File: src/rtl/fp_pkg.sv
// fp_pkg: shared FP32 types, constants, flag indices and issue-stage state encoding
package fp_pkg;
  typedef struct packed {
    logic        sign;
    logic [7:0]  exp;
    logic [22:0] frac;
  } fp32_t;
  localparam logic [31:0] FP_QNAN    = 32'h7FC0_0000;
  localparam logic [7:0]  FP_EXP_MAX = 8'hFF;
  localparam int FLAG_BYPASS = 0;
  localparam int FLAG_NAN    = 1;
  localparam int FLAG_INF    = 2;
  localparam int FLAG_OVF    = 3;
  typedef enum logic [1:0] {IDLE, WAIT, RESP} issue_state_e;
endpackage

File: src/rtl/fp_classify.sv
// fp_classify: flags an FP32 value as zero (denormals flushed), infinity or NaN
module fp_classify
  import fp_pkg::*;
(
  input  fp32_t x,
  output logic  is_zero,
  output logic  is_inf,
  output logic  is_nan
);
  assign is_zero = x.exp == 8'h00;
  assign is_inf  = x.exp == FP_EXP_MAX && x.frac == '0;
  assign is_nan  = x.exp == FP_EXP_MAX && x.frac != '0;
endmodule

File: src/rtl/fp_add_issue.sv
// fp_add_issue: operand issue / result capture around a combinational FP32 adder, with local special-case bypass
module fp_add_issue
  import fp_pkg::*;
#(
  parameter int ADD_LAT = 1
) (
  input  logic        clk,
  input  logic        n_rst,
  input  logic        in_valid,
  output logic        in_ready,
  input  logic [31:0] in_a,
  input  logic [31:0] in_b,
  input  logic        in_sub,
  output logic [31:0] op1,
  output logic [31:0] op2,
  input  logic [31:0] add_result,
  output logic        out_valid,
  input  logic        out_ready,
  output logic [31:0] out_result,
  output logic [3:0]  out_flags
);
  issue_state_e state;
  logic [3:0]  cnt;
  logic [31:0] a, b;
  logic        a_zero, a_inf, a_nan, b_zero, b_inf, b_nan;
  logic        any_nan, inf_clash, byp;
  logic [31:0] byp_res;
  logic [3:0]  byp_flags;
  logic        sat;
  assign a = in_a;
  assign b = {in_b[31] ^ in_sub, in_b[30:0]};
  fp_classify u_cls_a (.x(a), .is_zero(a_zero), .is_inf(a_inf), .is_nan(a_nan));
  fp_classify u_cls_b (.x(b), .is_zero(b_zero), .is_inf(b_inf), .is_nan(b_nan));
  assign in_ready = n_rst && state == IDLE;
  assign sat      = add_result[30:23] == FP_EXP_MAX;
  always_comb begin
    any_nan   = a_nan | b_nan;
    inf_clash = a_inf & b_inf & (a[31] ^ b[31]);
    byp       = any_nan | a_inf | b_inf | a_zero | b_zero;
    byp_res   = (any_nan | inf_clash) ? FP_QNAN :
                a_inf                 ? a :
                b_inf                 ? b :
                (a_zero & b_zero)     ? {a[31] & b[31], 31'd0} :
                a_zero                ? b : a;
    byp_flags              = '0;
    byp_flags[FLAG_BYPASS] = byp;
    byp_flags[FLAG_NAN]    = any_nan | inf_clash;
    byp_flags[FLAG_INF]    = ~any_nan & (a_inf | b_inf);
  end
  always_ff @(posedge clk) begin
    if (!n_rst) begin
      state      <= IDLE;
      cnt        <= '0;
      op1        <= '0;
      op2        <= '0;
      out_result <= '0;
      out_flags  <= '0;
      out_valid  <= 1'b0;
    end else begin
      case (state)
        IDLE: if (in_valid) begin
          if (byp) begin
            out_result <= byp_res;
            out_flags  <= byp_flags;
            out_valid  <= 1'b1;
            state      <= RESP;
          end else begin
            op1   <= a;
            op2   <= b;
            cnt   <= 4'(ADD_LAT);
            state <= WAIT;
          end
        end
        WAIT: begin
          cnt <= cnt - 4'd1;
          if (cnt == 4'd1) begin
            // an all-ones exponent from the adder is reported as a saturated infinity
            out_result <= sat ? {add_result[31], FP_EXP_MAX, 23'd0} : add_result;
            out_flags  <= sat ? 4'((1 << FLAG_INF) | (1 << FLAG_OVF)) : 4'd0;
            out_valid  <= 1'b1;
            state      <= RESP;
          end
        end
        RESP: if (out_ready) begin
          out_valid <= 1'b0;
          state     <= IDLE;
        end
        default: state <= IDLE;
      endcase
    end
  end
endmodule

File: config.mk
export PLATFORM = sky130hd
export DESIGN_NAME = fp_add_issue
export DESIGN_NICKNAME = d
export VERILOG_FILES = /design/src/rtl/fp_pkg.sv /design/src/rtl/fp_classify.sv /design/src/rtl/fp_add_issue.sv
export SDC_FILE = /design/constraint.sdc
export NUM_CORES = 1
export LEC_CHECK = 0
export CORE_MARGIN = 2
export CORE_UTILIZATION = 43
export CTS_CLUSTER_DIAMETER = 150
export DETAILED_ROUTE_END_ITERATION = 7
export PLACE_DENSITY = 0.82
export SETUP_SLACK_MARGIN = 0.4
export SYNTH_ARGS = -nofsm -noshare
export SYNTH_HDL_FRONTEND = slang
export SYNTH_SLANG_ARGS = --single-unit
File: constraint.sdc
create_clock -name clk -period 2.2 [get_ports clk]
set_input_delay 0.44 -clock clk [delete_from_list [all_inputs] [get_ports clk]]
set_output_delay 0.44 -clock clk [all_outputs]
set_load 0.01 [all_outputs]
==> results of run 1 <==
what timing repair did:
item	4_1_cts
pin swaps	78
resized for setup	352
buffers inserted	40
gates cloned	25
setup endpoints to repair	108
per-stage QoR:
stage / util (%) / instances / setup TNS, ns / area (µm²) / setup slack, ns
after floorplan: - / 614 / 0 / 5010 / 0.234
after global placement: 71.1 / 1007 / -39.55 / 7740 / -0.588
after detailed placement: 71.1 / 1007 / -45.63 / 7740 / -0.576
after CTS: 86.5 / 1088 / 0 / 9410 / 0.271
logic make-up after synthesis:
family | after synthesis | synth area share [%]
AO/OA/AOI/OAI | 197 | 23.8
adder cells (fa/ha/maj) | 3 | 0.777
AND/OR/NAND/NOR | 253 | 25.5
flip-flops | 107 | 44.3
XOR/XNOR | 1 | 0.181
buffers and inverters | 50 | 4.74
multiplexers | 3 | 0.647
==> results.tsv, run 1 <==
metric	value	unit
status	aborted with a tool error	
Fail Step	5_1_grt	
First Err	[ERROR DPL-0038] Utilization greater than 100%, impossible to legalize	
EDFF count, synth	0	
post-synthesis sequential area ratio	44.3	%
CTS sink cnt	107	
Seq cells post-synth	107	
GPL Wtd Cong	0.983	
Max clock buf depth	2	
synthesis warning total	0	
Port Buf Inserts	202	
I/O Pins	203	
Post-Syn Nets	718	
die height	110	µm
hpwl dp	14400	µm
most numerous cell in the Yosys netlist	nand2_1	
Gate Count Post-Synth	614	
initial cell density of the core	44.4	%
Synth Cell Area	4830	µm²
area leader, netlist	dfxtp_1	
Worst EP kind	register data pin	
asr flop ratio synth	0	%
CTS buffer count	9	
largest net degree at the start of global routing	39	
Unique masters post-synth	52	
cell chosen for the clock root	clkbuf_8	
Avg Inst Size Synth	7.87	µm²
hold buffers post-CTS	0	
GR repair worst EP	out_result[10]$_SDFFE_PN0P_/D	
largest cells by area after synthesis	dfxtp_1, nand2_1, a21oi_1	
Synth Flop Type	dfxtp_1	
Die Span X	110	µm
Yosys top cell area share	44.3	%
htree depth	3	
row count	38	
Post-synth top cells	nand2_1, dfxtp_1, a21oi_1	
==> inputs of run 2 (changes only) <==
Settings changed: CORE_UTILIZATION 43 to 40, CTS_CLUSTER_DIAMETER 150 to unset, PLACE_DENSITY 0.82 to unset, PLACE_DENSITY_LB_ADDON set to 0.15, SETUP_SLACK_MARGIN 0.4 to unset.
==> results.tsv, run 2 <==
metric	value	unit	change
drt total wl	18600	µm	
initial antenna violation count	1		
Lkg Pwr	3.59	nW	
NetSw	1.49	mW	
final hold violations	0		
GPL Wtd Cong	0.940		-4.4%
core area	11900	µm²	
Final ANT Viol Nets	0		
Gate Count Post-Synth	614		unchanged
Crit Path Category	input port to flop		
switching part of the total power	28.0	%	
global route overflow	0		
clk_lat worst skew	0.35	ns	
Reg clk slew, reported paths	0.07	ns	
area delta synth->final	75.6	%	
Final Power	5.33	mW	
CP required	2.48	ns	
Max Cap Viol	0		
I/O Pins	203		unchanged
power density over the cells	628	nW/µm²	
logic gate share of total power	26.0	%	
DRT iter0 DRCs	507		
Avg Vias per Cell	5.48		
DRT Pass-1 Iters	7		
Finished Core Util	71.2	%	
Worst Tran Pin Value	0.426	ns	
VDD IR-drop max	0.451	mV	
post-synthesis sequential area ratio	44.3	%	unchanged
WP data arrival	2.41	ns	
Tmin final	2.13	ns	
Regs by FF count	op1: 32 flops, op2: 32 flops, out_result: 32 flops		
synthesis warning total	0		unchanged
design area	8490	µm²	
status	finished, final reports clean		
share of layout cells above drive strength 1	20.2	%	
Total GRT Usage	27.8	%	
DRC	0		
largest net degree at the start of global routing	65		
Avg Inst Size Synth	7.87	µm²	unchanged
CP endpoint kind	flop		
DIE AREA	13000	µm²	
clock share of power	33.0	%	
Seq cells post-synth	107		unchanged
Die Span X	114	µm	+3.5%
Worst Slack Setup Final	0.0661	ns	
Yosys top cell area share	44.3	%	unchanged
most numerous cell in the Yosys netlist	nand2_1		
sequential share of power	41.0	%	
fin nets	998		
htree depth	3		unchanged
asr flop ratio synth	0	%	unchanged
area leader, netlist	dfxtp_1		
CTS buffer count	9		unchanged
CP startpoint kind	input port		
Max clock buf depth	2		unchanged
Inserted Diodes	0		
Int Power	3.83	mW	
highest clock rate	0.469	GHz	
final setup vio count	0		
Place WS	-0.624	ns	-0.0474 ns
largest cells by area after synthesis	dfxtp_1, nand2_1, a21oi_1		
via count	5727		
HP Class	input port to flop		
Synth Flop Type	dfxtp_1		
most frequent cells in the layout	clkdlybuf4s50_1, nand2_1, dfxtp_1		
initial cell density of the core	40.6	%	-3.8 points
Slew Limit Fails	0		
Port Buf Inserts	202		unchanged
hold buffers post-CTS	0		unchanged
DR WL/cell	17.8	µm	
die height	114	µm	+3.5%
vias in the first global route	5388		
Synth Cell Area	4830	µm²	unchanged
Unique masters post-synth	52		unchanged
Post-synth top cells	nand2_1, dfxtp_1, a21oi_1		
commonest non-fill, non-tap cell in the layout	clkdlybuf4s50_1		
fin crit share	97.0	%	
# fillers	895		
first-pass GRT wire length	28200	µm	
EDFF count, synth	0		unchanged
dpl cell area	7640	µm²	-1.2%
slew margin rel.	71.5	%	
CTS sink cnt	107		unchanged
Crit Path Max Fanout	5		
cell chosen for the clock root	clkbuf_16		
hpwl dp	13900	µm	-3.7%
Post-Syn Nets	718		unchanged
Setup Skew	0.00663	ns	
TritonCTS clock tree	built		
row count	40		+5.3%
-- run 2: cell counts after synthesis --
Identical to the previous run, type by type.
-- run 2: cells by family (layout without fill, tap and decap cells) --
group | after synthesis | count (layout) | synth area share (%)
fa+ha+maj | 3 | 3 | 0.777
flops | 107 | 107 | 44.3
compound gates | 197 | 197 | 23.8
xor+xnor | 1 | 1 | 0.181
simple gates | 253 | 253 | 25.5
mux | 3 | 3 | 0.647
buf+inv | 50 | 335 | 4.74
-- run 2: power by group through the flow --
stage	clock, mW	combinational [mW]	sequential (mW)
after floorplan	0	0.450	2.27
after global placement	0	1.28	2.22
after detailed placement	0	1.30	2.22
after CTS	1.77	1.36	2.18
after global routing	1.86	1.48	2.20
final	1.76	1.39	2.18
-- run 2: per-layer routing --
layer / part of all wire, % / vias to the layer above / track usage (%)
met3: 8.0 / 27 / 5.31
met2: 45 / 245 / 42.9
met5: 0.059 / - / 0
met1: 45 / 2717 / 38.9
li1: - / 2736 / -
met4: 2.0 / 2 / 9.59
-- run 2: final cells by class --
| type | instances | area [µm²] | share of cell area [%] |
|---|---|---|---|
| timing repair buffer | 314 | 3130 | 36.9 |
| multi-input combinational | 457 | 2680 | 31.6 |
| sequential | 107 | 2140 | 25.2 |
| clock buffer | 9 | 225 | 2.65 |
| tap | 147 | 184 | 2.17 |
| clock inverter | 7 | 100 | 1.18 |
| inverter | 5 | 18.8 | 0.221 |
-- run 2: worst paths after layout --
kind	from	to	slack, ns	depth (start not counted)
hold / removal	in_a[3]	op1[3]	0.40	3
setup / recovery	in_a[2]	out_result[5]	0.07	8
setup reg to reg	state[1]	out_result[3]	0.33	6
hold reg to reg	op1[17]	op1[17]	0.46	2
-- run 2: metrics by stage --
stage	hold WS, ns	instances	TNS [ns]
detailed placement	0.446	1012	-42.30
global route	0.406	1046	-0.0168
CTS	0.456	1042	-0.164
finish	0.402	1046	0
floorplan	0.450	614	0
global placement	0.442	1012	-39.49
-- run 2: what timing repair did --
| action | in CTS | in global routing |
|---|---|---|
| setup buffers | 10 | 3 |
| gates resized for setup | 53 | 52 |
| endpoints found under the setup margin | 101 | 99 |
| pin swaps | 12 | 23 |
| gates cloned | 4 | 1 |
-- run 2: critical path: stages --
cell             delay [ns]
clkdlybuf4s50_1        0.50
nor4_2                 0.20
and4_4                 0.29
a31oi_4                0.10
nor4_4                 0.39
buf_4                  0.22
o21ai_1                0.10
a31oi_1                0.16
(Power assumes the default switching activity.)
